File: config.mk
export PLATFORM = sky130hd
export DESIGN_NAME = conv_scan_ctrl
export DESIGN_NICKNAME = d
export VERILOG_FILES = /design/src/rtl/conv_scan_ctrl.sv
export SDC_FILE = /design/constraint.sdc
export NUM_CORES = 1
export LEC_CHECK = 0
export CORE_MARGIN = 2
export CORE_UTILIZATION = 54
export CTS_BUF_LIST = sky130_fd_sc_hd__clkbuf_2 sky130_fd_sc_hd__clkbuf_4 sky130_fd_sc_hd__clkbuf_8
export CTS_CLUSTER_DIAMETER = 150
export DETAILED_ROUTE_END_ITERATION = 10
export PLACE_DENSITY = 0.76
export SYNTH_ARGS = -nofsm -noshare
export SYNTH_HDL_FRONTEND = slang
export SYNTH_SLANG_ARGS = --single-unit
File: constraint.sdc
create_clock -name clk -period 9.8 [get_ports clk]
set_input_delay 1.96 -clock clk [delete_from_list [all_inputs] [get_ports clk]]
set_output_delay 1.96 -clock clk [all_outputs]
set_load 0.01 [all_outputs]
File: src/rtl/conv_scan_ctrl.sv
// conv_scan_ctrl: sequencing controller for a 4-tap, 6-bit convolution.
// Holds four tap weights and a 4-sample sliding window fed by a valid/ready
// stream. Each accepted sample (once the window is full) triggers four MAC
// cycles on a single shared 6x6 multiplier. Each result is emitted with its
// sample index. The block also tracks the running maximum and where it occurred.
module conv_scan_ctrl (
  input  logic        clk,
  input  logic        rst_n,
  input  logic        cfg_we,
  input  logic [1:0]  cfg_idx,
  input  logic [5:0]  cfg_data,
  input  logic        clear,
  input  logic        s_valid,
  input  logic [5:0]  s_data,
  output logic        s_ready,
  output logic        busy,
  output logic        r_valid,
  output logic [13:0] r_data,
  output logic [7:0]  r_index,
  output logic        max_valid,
  output logic [13:0] max_value,
  output logic [7:0]  max_index
);

  typedef enum logic {
    ST_IDLE = 1'b0,
    ST_MAC  = 1'b1
  } state_t;

  state_t      r_state;
  state_t      w_next_state;

  logic [5:0]  r_w   [4];
  logic [5:0]  r_win [4];   // r_win[0] holds the newest sample
  logic [1:0]  r_fill;
  logic [1:0]  r_k;
  logic [7:0]  r_idx;
  logic [7:0]  r_cur_index;
  logic [13:0] r_acc;

  logic        r_res_valid;
  logic [13:0] r_res_data;
  logic [7:0]  r_res_index;
  logic        r_max_valid;
  logic [13:0] r_max_value;
  logic [7:0]  r_max_index;

  logic        w_accept;
  logic [11:0] w_prod;
  logic [13:0] w_sum;
  logic        w_last;

  // The single shared multiplier. On the k==3 cycle, w_sum is the final dot product.
  // Its maximum value is 4*63*63 = 15876, so 14 bits cannot overflow.
  assign w_accept = s_valid && s_ready;
  assign w_prod   = r_w[r_k] * r_win[r_k];
  assign w_sum    = r_acc + 14'(w_prod);
  assign w_last   = (r_state == ST_MAC) && (r_k == 2'd3);

  assign s_ready   = (r_state == ST_IDLE) && !clear;
  assign busy      = (r_state == ST_MAC);
  assign r_valid   = r_res_valid;
  assign r_data    = r_res_data;
  assign r_index   = r_res_index;
  assign max_valid = r_max_valid;
  assign max_value = r_max_value;
  assign max_index = r_max_index;

  // State register.
  // NOTE: every clocked block uses non-blocking (<=) so all registers update from pre-edge values.
  always_ff @(posedge clk) begin
    if (!rst_n) r_state <= ST_IDLE;
    else        r_state <= w_next_state;
  end

  // Next-state logic: clear aborts to IDLE. A full-window accept starts the MAC.
  // NOTE: the default assignment first keeps this combinational block from inferring a latch.
  always_comb begin
    w_next_state = r_state;
    if (clear) begin
      w_next_state = ST_IDLE;
    end else begin
      case (r_state)
        ST_IDLE: if (w_accept && (r_fill == 2'd3)) w_next_state = ST_MAC;
        ST_MAC:  if (r_k == 2'd3)                  w_next_state = ST_IDLE;
        default: w_next_state = ST_IDLE;
      endcase
    end
  end

  // Tap weights: writable only in IDLE. Weights survive clear.
  // NOTE: the weight array is small and architecturally defined at reset, so it is reset
  // explicitly rather than left as an uninitialised memory.
  always_ff @(posedge clk) begin
    if (!rst_n) begin
      for (int i = 0; i < 4; i++) r_w[i] <= '0;
    end else if (cfg_we && (r_state == ST_IDLE)) begin
      r_w[cfg_idx] <= cfg_data;
    end
  end

  // Window shift, index counting, MAC accumulation, and result/max registers.
  always_ff @(posedge clk) begin
    if (!rst_n) begin
      for (int i = 0; i < 4; i++) r_win[i] <= '0;
      r_fill      <= '0;
      r_k         <= '0;
      r_idx       <= '0;
      r_cur_index <= '0;
      r_acc       <= '0;
      r_res_valid <= 1'b0;
      r_res_data  <= '0;
      r_res_index <= '0;
      r_max_valid <= 1'b0;
      r_max_value <= '0;
      r_max_index <= '0;
    end else if (clear) begin
      // r_data and r_index keep their last values. Only the pulse is killed.
      for (int i = 0; i < 4; i++) r_win[i] <= '0;
      r_fill      <= '0;
      r_k         <= '0;
      r_idx       <= '0;
      r_acc       <= '0;
      r_res_valid <= 1'b0;
      r_max_valid <= 1'b0;
      r_max_value <= '0;
      r_max_index <= '0;
    end else begin
      r_res_valid <= 1'b0;
      case (r_state)
        ST_IDLE: begin
          if (w_accept) begin
            r_win[3]    <= r_win[2];
            r_win[2]    <= r_win[1];
            r_win[1]    <= r_win[0];
            r_win[0]    <= s_data;
            r_cur_index <= r_idx;
            r_idx       <= r_idx + 8'd1;
            if (r_fill != 2'd3) begin
              r_fill <= r_fill + 2'd1;
            end else begin
              r_acc <= '0;
              r_k   <= '0;
            end
          end
        end
        ST_MAC: begin
          r_acc <= w_sum;
          r_k   <= r_k + 2'd1;
          if (w_last) begin
            r_res_valid <= 1'b1;
            r_res_data  <= w_sum;
            r_res_index <= r_cur_index;
            // Strictly greater: on a tie the earlier index is kept.
            if (!r_max_valid || (w_sum > r_max_value)) begin
              r_max_valid <= 1'b1;
              r_max_value <= w_sum;
              r_max_index <= r_cur_index;
            end
          end
        end
        default: ;
      endcase
    end
  end

endmodule

== After elaboration in Yosys (flattened, before gate mapping) ==
Memories as Yosys holds them, arrays and structs flattened. A register that Yosys moved wholly into a read port is not among the register bits.
Cells that the tools add are included.
Operators by class
  $lt $le $gt $ge: 1
  bitwise gates (word level): 11
  eq/ne operators: 5
  $add $sub $neg: 4
  $mul: 1
  muxes and demuxes: 37
  reductions and logical operators: 17
Operators by type and width (count)
  $mux W6: 9
  $mux W14: 2
  $pmux W14 S2: 1
  $mux W1: 16
  $add A14 B12 Y14: 1
  $gt A14 B14 Y1: 1
  $mux W2: 7
  $mul A6 B6 Y12: 1
  $reduce_and A3 Y1: 4
  $add A8 B1 Y8 const B: 1
  $or A1 B1 Y1: 8
  $ne A2 B2 Y1 const B: 3
  $reduce_or A6 Y1: 1
  $logic_and A1 B1 Y1: 5
  $add A2 B1 Y2 const B: 2
  $eq A2 B2 Y1 const B: 2
  $pmux W2 S2: 1
  $reduce_and A2 Y1: 2
  $not A1 Y1: 3
  $reduce_or A3 Y1: 1
  $logic_not A1 Y1: 2
  $pmux W1 S2: 1
  $reduce_or A2 Y1: 1
  $logic_or A1 B1 Y1: 1
Word-level totals
  bits of input ports: 19
  logic and storage cells: 90
  bits in registers: 81
  output and inout port bits: 48
  RAM bits: 48
  memories: 2
Memory list
  r_w: words 4, width 6, read ports 1, clocked after Yosys merged registers in 1, wr ports 4, line 33  | logic [5:0] r_w [4];
  r_win: words 4, width 6, read ports 4, clocked after Yosys merged registers in 1, wr ports 4, line 34  | logic [5:0] r_win [4];

== Depth between registers and ports, before layout ==
  depth after elaboration: 9
  depth in mapped cells: 25
  mapped depth without buffers: 23

== Least setup slack after synthesis ==
No wires, ideal clock.
  kind: register to register
  from: register (tool-made name)
  to: register r_max_value[10] (netlist: max_value[10])
  clock period less this slack: 6.274 ns
  library setup time: 0.130 ns
  stages on the path, launching flop included: 26
  data required time: 9.670 ns
  slack: 3.526 ns
  path buffers: 2
  arrival time: 6.144 ns
  cells stage by stage: dfxtp_1 -> buf_2 -> mux4_2 -> and2_1 -> fa_1 -> inv_1 -> fa_1 -> inv_1 -> fa_1 -> inv_1 -> fa_1 -> inv_1 -> ha_1 -> o211ai_1 -> a211oi_2 -> or2_1 -> a221oi_2 -> nand2_1 -> ha_1 -> and3_4 -> a211o_1 -> a311oi_2 -> a21oi_2 -> buf_2 -> nand3_1 -> o31ai_2
RTL lines
  end signal, assigned: line 157  | r_max_value <= w_sum;
  end, declared: line 45  | logic [13:0] r_max_value;

==> flow_metrics.py <==
metrics = {
    "sta": {
        "clock-skew-final_ns": 0.0119,
        "max-slew-margin-rel": 0.236,
        "tns_ns": 0,
        "whs_ns": 0.455,
        "finalSetupViolCount": 0,
        "tightestPinTransition_ns": 1.14,
        "fmax_mhz": 137,
        "finalCriticalPeriod_ns": 7.29,
        "period_share": 0.744,
        "rsz0062_at_grt": "false",
        "setup_ws_ns": 2.51,
        "slew_viol_final": 0,
        "hold_violations": 0,
    },
    "grt": {
        "antenna_found_initial": 0,
        "track_usage": 0.228,
        "grt_overflow": 0,
        "grt_pass1_wl_mm": 25.9,
        "grt_max_degree": 52,
        "first_global_vias": 5344,
    },
    "floorplanning": {
        "die_w_um": 120,
        "coreArea_um2": 13200,
        "dieArea_um2": 14500,
        "boundaryPins": 67,
        "rows": 42,
        "die_h_um": 120,
        "initial_core_util": 0.552,
    },
    "layout": {
        "drive_gt1_frac": 0.0873,
        "nNetsFinal": 891,
        "fin_cells": 989,
        "final_area_um2": 8450,
        "area_delta_synth_final_pct": 15.6,
        "num_antenna_cells": 0,
    },
    "setup_path": {
        "critPathMaxFanout": 42,
        "reg2reg_slack_ns": 2.51,
        "required_ns": 10.20,
        "end_kind": "flop",
        "startpoint_type": "flop",
        "worstPathArrival_ns": 7.69,
        "criticalPathCategory": "reg -> reg",
    },
    "power": {
        "power_frac_seq": 0.481,
        "power.leakage_uw": 0.00333,
        "power_frac_clock": 0.368,
        "p_switching_uw": 341,
        "switching_share": 0.284,
        "peakVddDrop_mv": 0.125,
        "p_int_uw": 863,
        "p_per_area_nw_per_um2": 142,
        "combPwrFrac": 0.151,
    },
    "place": {
        "place_hpwl_mm": 11.6,
        "dpl_cell_area_um2": 8070,
        "numPortBuffers": 66,
        "gp_congestion": 0.940,
        "post-place-ws_ns": 2.51,
        "place_inst": 957,
    },
    "clock_network": {
        "cts_hold_buffers": 0,
        "cts_root_buffer": "clkbuf_8",
        "cts.path.max_buffers": 2,
        "clk_latency_ns": 0.46,
        "post_cts_buffers": 0,
        "htree_levels": 4,
        "numCtsBuffers": 17,
        "cts.repair.resized": 0,
        "cts.sinks": 131,
        "cts_tree": "built",
        "clk_pin_slew_ns": 0.07,
    },
    "synth": {
        "synth_cell_types": 55,
        "synth_top_flop_cell": "dfxtp_1",
        "synthesis.area_um2": 7310,
        "synth.net_count": 837,
        "synth_edf_count": 42,
        "netlist_instances": 746,
        "synth_warnings": 0,
        "yosysSeqAreaShare": 0.416,
        "ys_ff_latch": 131,
        "postSynthAreaPerCell_um2": 9.80,
        "synth-async-reset-ratio": 0,
    },
    "detailed_routing": {
        "drtPass1Iterations": 4,
        "wire_per_inst_um": 15.9,
        "drt_iter0_drc": 350,
        "drt_wl_total_mm": 15.7,
        "vias": 5449,
        "ant_nets": 0,
        "drc_errors": 0,
        "via_per_inst": 5.51,
    },
    "flow_run": {
        "drv_cap": 0,
    },
    "hold_path": {
        "hold_path.class": "reg -> reg",
    },
    "outcome": {
        "status": "completed",
    },
}
-- state kept, by name, summed over array words and instances (netlist names), named ones only --
signal and flops:
r_cur_index 8, r_idx 8, max_valid 1, busy 1
r_acc 14, max_index 8, r_valid 1, r_k 2
max_value 14, r_data 14, r_win 24, r_fill 2
r_index 8, r_w 24
-- Yosys cell counts, types with 2 or more instances --
master | number | area (um^2)
a211oi_2 | 2 | 25.0
a21boi_0 | 27 | 203
a21o_1 | 3 | 22.5
a21oi_1 | 26 | 130
a22oi_1 | 14 | 105
a31oi_1 | 3 | 18.8
and2_1 | 47 | 294
and3_1 | 26 | 163
buf_1 | 2 | 7.51
buf_2 | 8 | 40.0
buf_6 | 3 | 33.8
clkbuf_1 | 22 | 82.6
dfxtp_1 | 89 | 1780
edfxtp_1 | 42 | 1260
fa_1 | 26 | 521
ha_1 | 46 | 576
inv_1 | 73 | 274
mux2i_1 | 4 | 40.0
mux4_2 | 12 | 270
nand2_1 | 103 | 387
nand2b_1 | 12 | 75.1
nand3_1 | 28 | 140
nand4_1 | 4 | 25.0
nor2_1 | 42 | 158
nor2b_1 | 9 | 56.3
nor3b_1 | 2 | 15.0
o211ai_1 | 4 | 30.0
o21ai_0 | 12 | 60.1
o21ai_1 | 5 | 25.0
o2bb2ai_1 | 2 | 17.5
o31ai_2 | 10 | 125
xnor2_1 | 10 | 87.6
xor2_1 | 6 | 52.6
-- worst paths after layout --
path | startpoint | end | cells past startpoint
max | flop | max_value[13]$_SDFFE_PP0P_ | 21
min | r_data[9]$_SDFFE_PN0P_ | r_data[9]$_SDFFE_PN0P_ | 2
max reg2reg | flop | max_value[13]$_SDFFE_PP0P_ | 21
min reg2reg | r_data[9]$_SDFFE_PN0P_ | r_data[9]$_SDFFE_PN0P_ | 2
-- metal layers --
layer | share of wire | GRT usage | wire (um) | up-vias
met4 | 0.026 | 0.0821 | 402 | 0
met2 | 0.48 | 0.368 | 7490 | 158
li1 | - | - | - | 2647
met5 | 0 | 0 | 0 | -
met1 | 0.45 | 0.302 | 7120 | 2607
met3 | 0.044 | 0.0538 | 683 | 37
-- placed cells by master (no fill, tap or decap), types with 3 or more instances in the layout --
cell,count
o21ai_0,12
a31oi_1,3
and3_1,26
clkinv_2,3
dfxtp_1,89
xnor2_1,10
o211ai_1,4
ha_1,46
nand2b_1,11
mux2i_1,4
nand4_1,4
fa_1,26
clkinv_4,3
clkdlybuf4s50_1,66
clkbuf_8,19
a21oi_1,26
o31ai_2,10
buf_4,5
a21o_1,3
a22oi_1,14
nand3_1,28
nor2b_1,8
inv_1,73
and2_1,47
edfxtp_1,42
nor2_1,42
xor2_1,6
mux4_2,12
a21boi_0,27
o21ai_1,5
nand2_1,103
-- worst max-delay path, stage by stage, from the launching register on --
cell and delay [ns]:
dfxtp_1 0.71, mux4_2 0.65, and2_1 0.21, fa_1 0.51, fa_1 0.52, fa_1 0.54
inv_1 0.05, fa_1 0.49, inv_1 0.04, ha_1 0.36, a21oi_1 0.20, o21ai_1 0.13
or2_1 0.25, a221oi_2 0.27, nand2_1 0.13, ha_1 0.34, nand4_1 0.11, nor3_2 0.22
o31ai_1 0.14, a21oi_4 0.90, a21boi_0 0.29, o21a_1 0.15
-- cell type report --
cell class,count,area (um^2)
clock inverters,11,103
repair buffers,71,698
inverters,73,274
flip-flops and latches,131,3040
multi-input cells,506,3840
clock buffers,21,277
fillers,1078,4790
well taps,176,220
-- logic make-up after synthesis --
kind of cell	count (synthesis)	synth area share
muxes	16	0.0425
buffers and inverters	109	0.0606
AOI/OAI and AO/OA	122	0.125
and+or+nand+nor	280	0.187
DFF	131	0.416
adders and majority gates	72	0.150
xor gates and xnor gates	16	0.0192
-- per-stage QoR --
step                power (uW)  utilization
detailed placement         772        0.610
finish                    1200        0.638
global placement           766        0.610
global route              1260        0.638
floorplan                  721            -
CTS                       1210        0.638
-- power by group through the flow --
stage	Combinational (uW)	Sequential [uW]	Clock, uW
CTS	182	579	448
global placement	175	591	0
floorplan	134	587	0
finish	182	579	443
global route	207	580	474
detailed placement	181	591	0
No activity file was read; power rests on OpenSTA's default activity.
==> variant, RTL diff (same flow settings) <==
Register the inputs `cfg_we`, `cfg_idx` and `cfg_data` before use, cleared by the reset. The logic sees them one clock later. The other inputs are not delayed to match.
--- a/src/rtl/conv_scan_ctrl.sv
+++ b/src/rtl/conv_scan_ctrl.sv
@@ -26,6 +26,22 @@
     ST_IDLE = 1'b0,
     ST_MAC  = 1'b1
   } state_t;
+
+  logic cfg_we_q;
+  logic [1:0] cfg_idx_q;
+  logic [5:0] cfg_data_q;
+
+  always_ff @(posedge clk) begin
+    if (!rst_n) begin
+      cfg_we_q   <= '0;
+      cfg_idx_q  <= '0;
+      cfg_data_q <= '0;
+    end else begin
+      cfg_we_q   <= cfg_we;
+      cfg_idx_q  <= cfg_idx;
+      cfg_data_q <= cfg_data;
+    end
+  end
 
   state_t      r_state;
   state_t      w_next_state;
@@ -94,8 +110,8 @@
   always_ff @(posedge clk) begin
     if (!rst_n) begin
       for (int i = 0; i < 4; i++) r_w[i] <= '0;
-    end else if (cfg_we && (r_state == ST_IDLE)) begin
-      r_w[cfg_idx] <= cfg_data;
+    end else if (cfg_we_q && (r_state == ST_IDLE)) begin
+      r_w[cfg_idx_q] <= cfg_data_q;
     end
   end
 
Function: changed (a bounded check fails within 10 cycles, from zero or initial values and one cycle with rst_n low).
==> variant against the original RTL <==
- worst setup slack worse by 0.044 ns
- via count rose by 0.97%
- fmax is 0.60% lower
- wire length is 0.22% lower
- sequential cell count is 9 higher
- final area increased by 2.0%
- power is 7.4% lower
- global-route usage fell by 0.41 points
- sequential share of layout area increased by 1.4 points
- area after synthesis increased by 3.3%
- worst hold slack better by 0.0031 ns
- critical endpoint is now max_value[10]
- highest routed layer unchanged
==> variant: results (changes against the original RTL) <==
stage,metric,value,unit,change
status,outcome,finished clean,,
sta,final setup TNS,0,ns,unchanged
clock_network,Post-CTS Setup Inserts,0,,unchanged
layout,number of diodes,0,,unchanged
clock_network,clk_lat worst skew,0.45,ns,
layout,Filler cells,1160,,+7.6%
pwr,leak pwr,3.46,nW,+3.9%
drt,number of DRC markers in iteration 0,312,,-11%
drt,vias,5502,,+0.97%
min_path,HP Class,reg2reg,,
clock_network,post-cts resize count,0,,unchanged
clock_network,H-Tree Depth,4,,unchanged
yosys,Synth top cells by count,"dfxtp_1, nand2_1, inv_1",,
grt,vias in the first global route,5690,,+6.5%
yosys,share of flip-flops with an asynchronous set or reset,0,%,unchanged
grt,met2 usage,37.1,%,+0.29 points
pwr,Power Internal,838,uW,-2.9%
yosys,Syn. warnings,0,,unchanged
yosys,Yosys cell types,59,,+7.3%
grt,Overall Global Routing Usage,22.4,%,-0.41 points
drt,DR pass1 iterations,5,,+1
sta,Worst-Margin Slew,0.986,ns,-0.158 ns
clock_network,Num CTS Buffers,17,,unchanged
worst_setup_path,FF-to-FF path depth,24,,+14%
placement,Placed Cells,983,,+2.7%
layout,Non-Filler Instances,1012,,+2.3%
layout,Final nets,913,,+2.5%
yosys,synth top area cells,"dfxtp_1, edfxtp_1, ha_1, fa_1, and2_1",,
pwr,VDD IR max,0.0000833,V,-33%
placement,detailed-placement wirelength estimate,11.7,mm,+0.86%
grt,met1 usage in global routing,28.0,%,-2.1 points
min_path,hold path cells,2,,unchanged
grt,met3 usage,4.93,%,-0.45 points
placement,dpl cell area,8300,um^2,+2.8%
placement,GPL Wtd Cong,0.916,,-2.6%
yosys,post-synthesis sequential area ratio,42.7,%,+1.1 points
clock_network,Clock Path Buffers,2,,unchanged
yosys,Mapped Nets,858,,+2.5%
yosys,Synth Flop Type,dfxtp_1,,
yosys,syn_area_per_cell,9.84,um^2,+0.43%
worst_setup_path,CP Max Fanout,26,,-38%
clock_network,Clock Pin Slew Worst Setup and Hold Paths,0.07,ns,about the same
clock_network,CTS root buffer,clkbuf_8,,
grt,pin count of the biggest net entering global routing,72,,+38%
drt,wire length per cell,15.5,um,-2.5%
grt,first-pass GRT wire length,26.3,mm,+1.5%
sta,Post-Route Skew,0.0103,ns,-0.00154 ns
placement,pre-CTS setup slack,2.55,ns,+0.0461 ns
layout,share of cells above drive strength 1,7.21,%,-1.5 points
placement,number of port buffers,66,,unchanged
grt,initial antenna violation count,0,,unchanged
worst_setup_path,"Arr. time, crit path",7.71,ns,+0.02 ns
==> variant: changes by cell type in the layout (fill, tap and decap cells not counted), moves of 5 or more <==
| cell | before | now |
|---|---|---|
| nand3_1 | 28 | 22 |
| and2_1 | 47 | 58 |
| nor2_1 | 42 | 54 |
| o31ai_2 | 10 | 0 |
| mux2i_1 | 4 | 17 |
| a21boi_0 | 27 | 22 |
| nand2_1 | 103 | 96 |
| dfxtp_1 | 89 | 98 |
==> variant: final timing paths <==
| kind | startpoint | endpoint | slack, ns |
|---|---|---|---|
| hold reg to reg | r_data[9] | r_data[9] | 0.46 |
| hold / removal | r_data[9] | r_data[9] | 0.46 |
| setup reg to reg | flip-flop | max_value[10] | 2.47 |
| setup / recovery | flip-flop | max_value[10] | 2.47 |
==> variant: critical path: stages, from the launching register on <==
cell and delay (ns):
dfxtp_1 0.73, mux4_2 0.65, and2_1 0.21, fa_1 0.53
inv_1 0.05, fa_1 0.48, inv_1 0.06, fa_1 0.52
inv_1 0.05, fa_1 0.49, inv_1 0.04, ha_1 0.34
a21oi_1 0.14, nand2_1 0.11, o21ai_0 0.30, o21ai_0 0.19
xnor2_1 0.35, inv_1 0.09, ha_1 0.31, nand3_1 0.11
nor2_1 0.18, o311ai_2 0.15, a21oi_4 0.76, nand2_1 0.20
o22ai_1 0.21
==> variant: metal layers <==
metal / wire length, um / vias to the layer above
met3: 700 / 35
met5: 0 / -
met2: 7760 / 135
li1: - / 2688
met1: 6730 / 2644
met4: 476 / 0
==> variant: kinds of logic (layout without fill, tap and decap cells) <==
kind of cell | count (synthesis) | after routing | share of synthesized area (%)
AO/OA/AOI/OAI | 109 | 109 | 10.0
XOR/XNOR | 13 | 13 | 1.51
adder cells (fa/ha/maj) | 72 | 72 | 14.5
buffers and inverters | 111 | 176 | 5.97
flip-flops | 140 | 140 | 42.7
multiplexers | 29 | 29 | 5.84
AND/OR/NAND/NOR | 293 | 293 | 19.4
==> variant: cell type report <==
type                    instances  area share (%)
clock buffers                  22            3.22
clock inverters                 7           0.537
inverters                      77            3.35
multi-input cells             516            44.9
flip-flops and latches        140            37.4
well taps                     180            2.61
repair buffers                 70            7.95
==> variant: power by group through the flow <==
stage | clock network (mW) | logic (mW) | registers (mW)
2_1_floorplan | 0 | 0.0761 | 0.624
3_5_place_dp | 0 | 0.105 | 0.627
4_1_cts | 0.405 | 0.105 | 0.614
6_report | 0.396 | 0.105 | 0.614
3_3_place_gp | 0 | 0.100 | 0.627
5_1_grt | 0.424 | 0.118 | 0.615
==> variant: through the flow <==
stage,util [%],hold WS [ns]
final,62.6,0.458
after global routing,62.6,0.481
after CTS,62.6,0.465
after detailed placement,60.2,0.454
after global placement,60.2,0.443
after floorplan,-,0.442
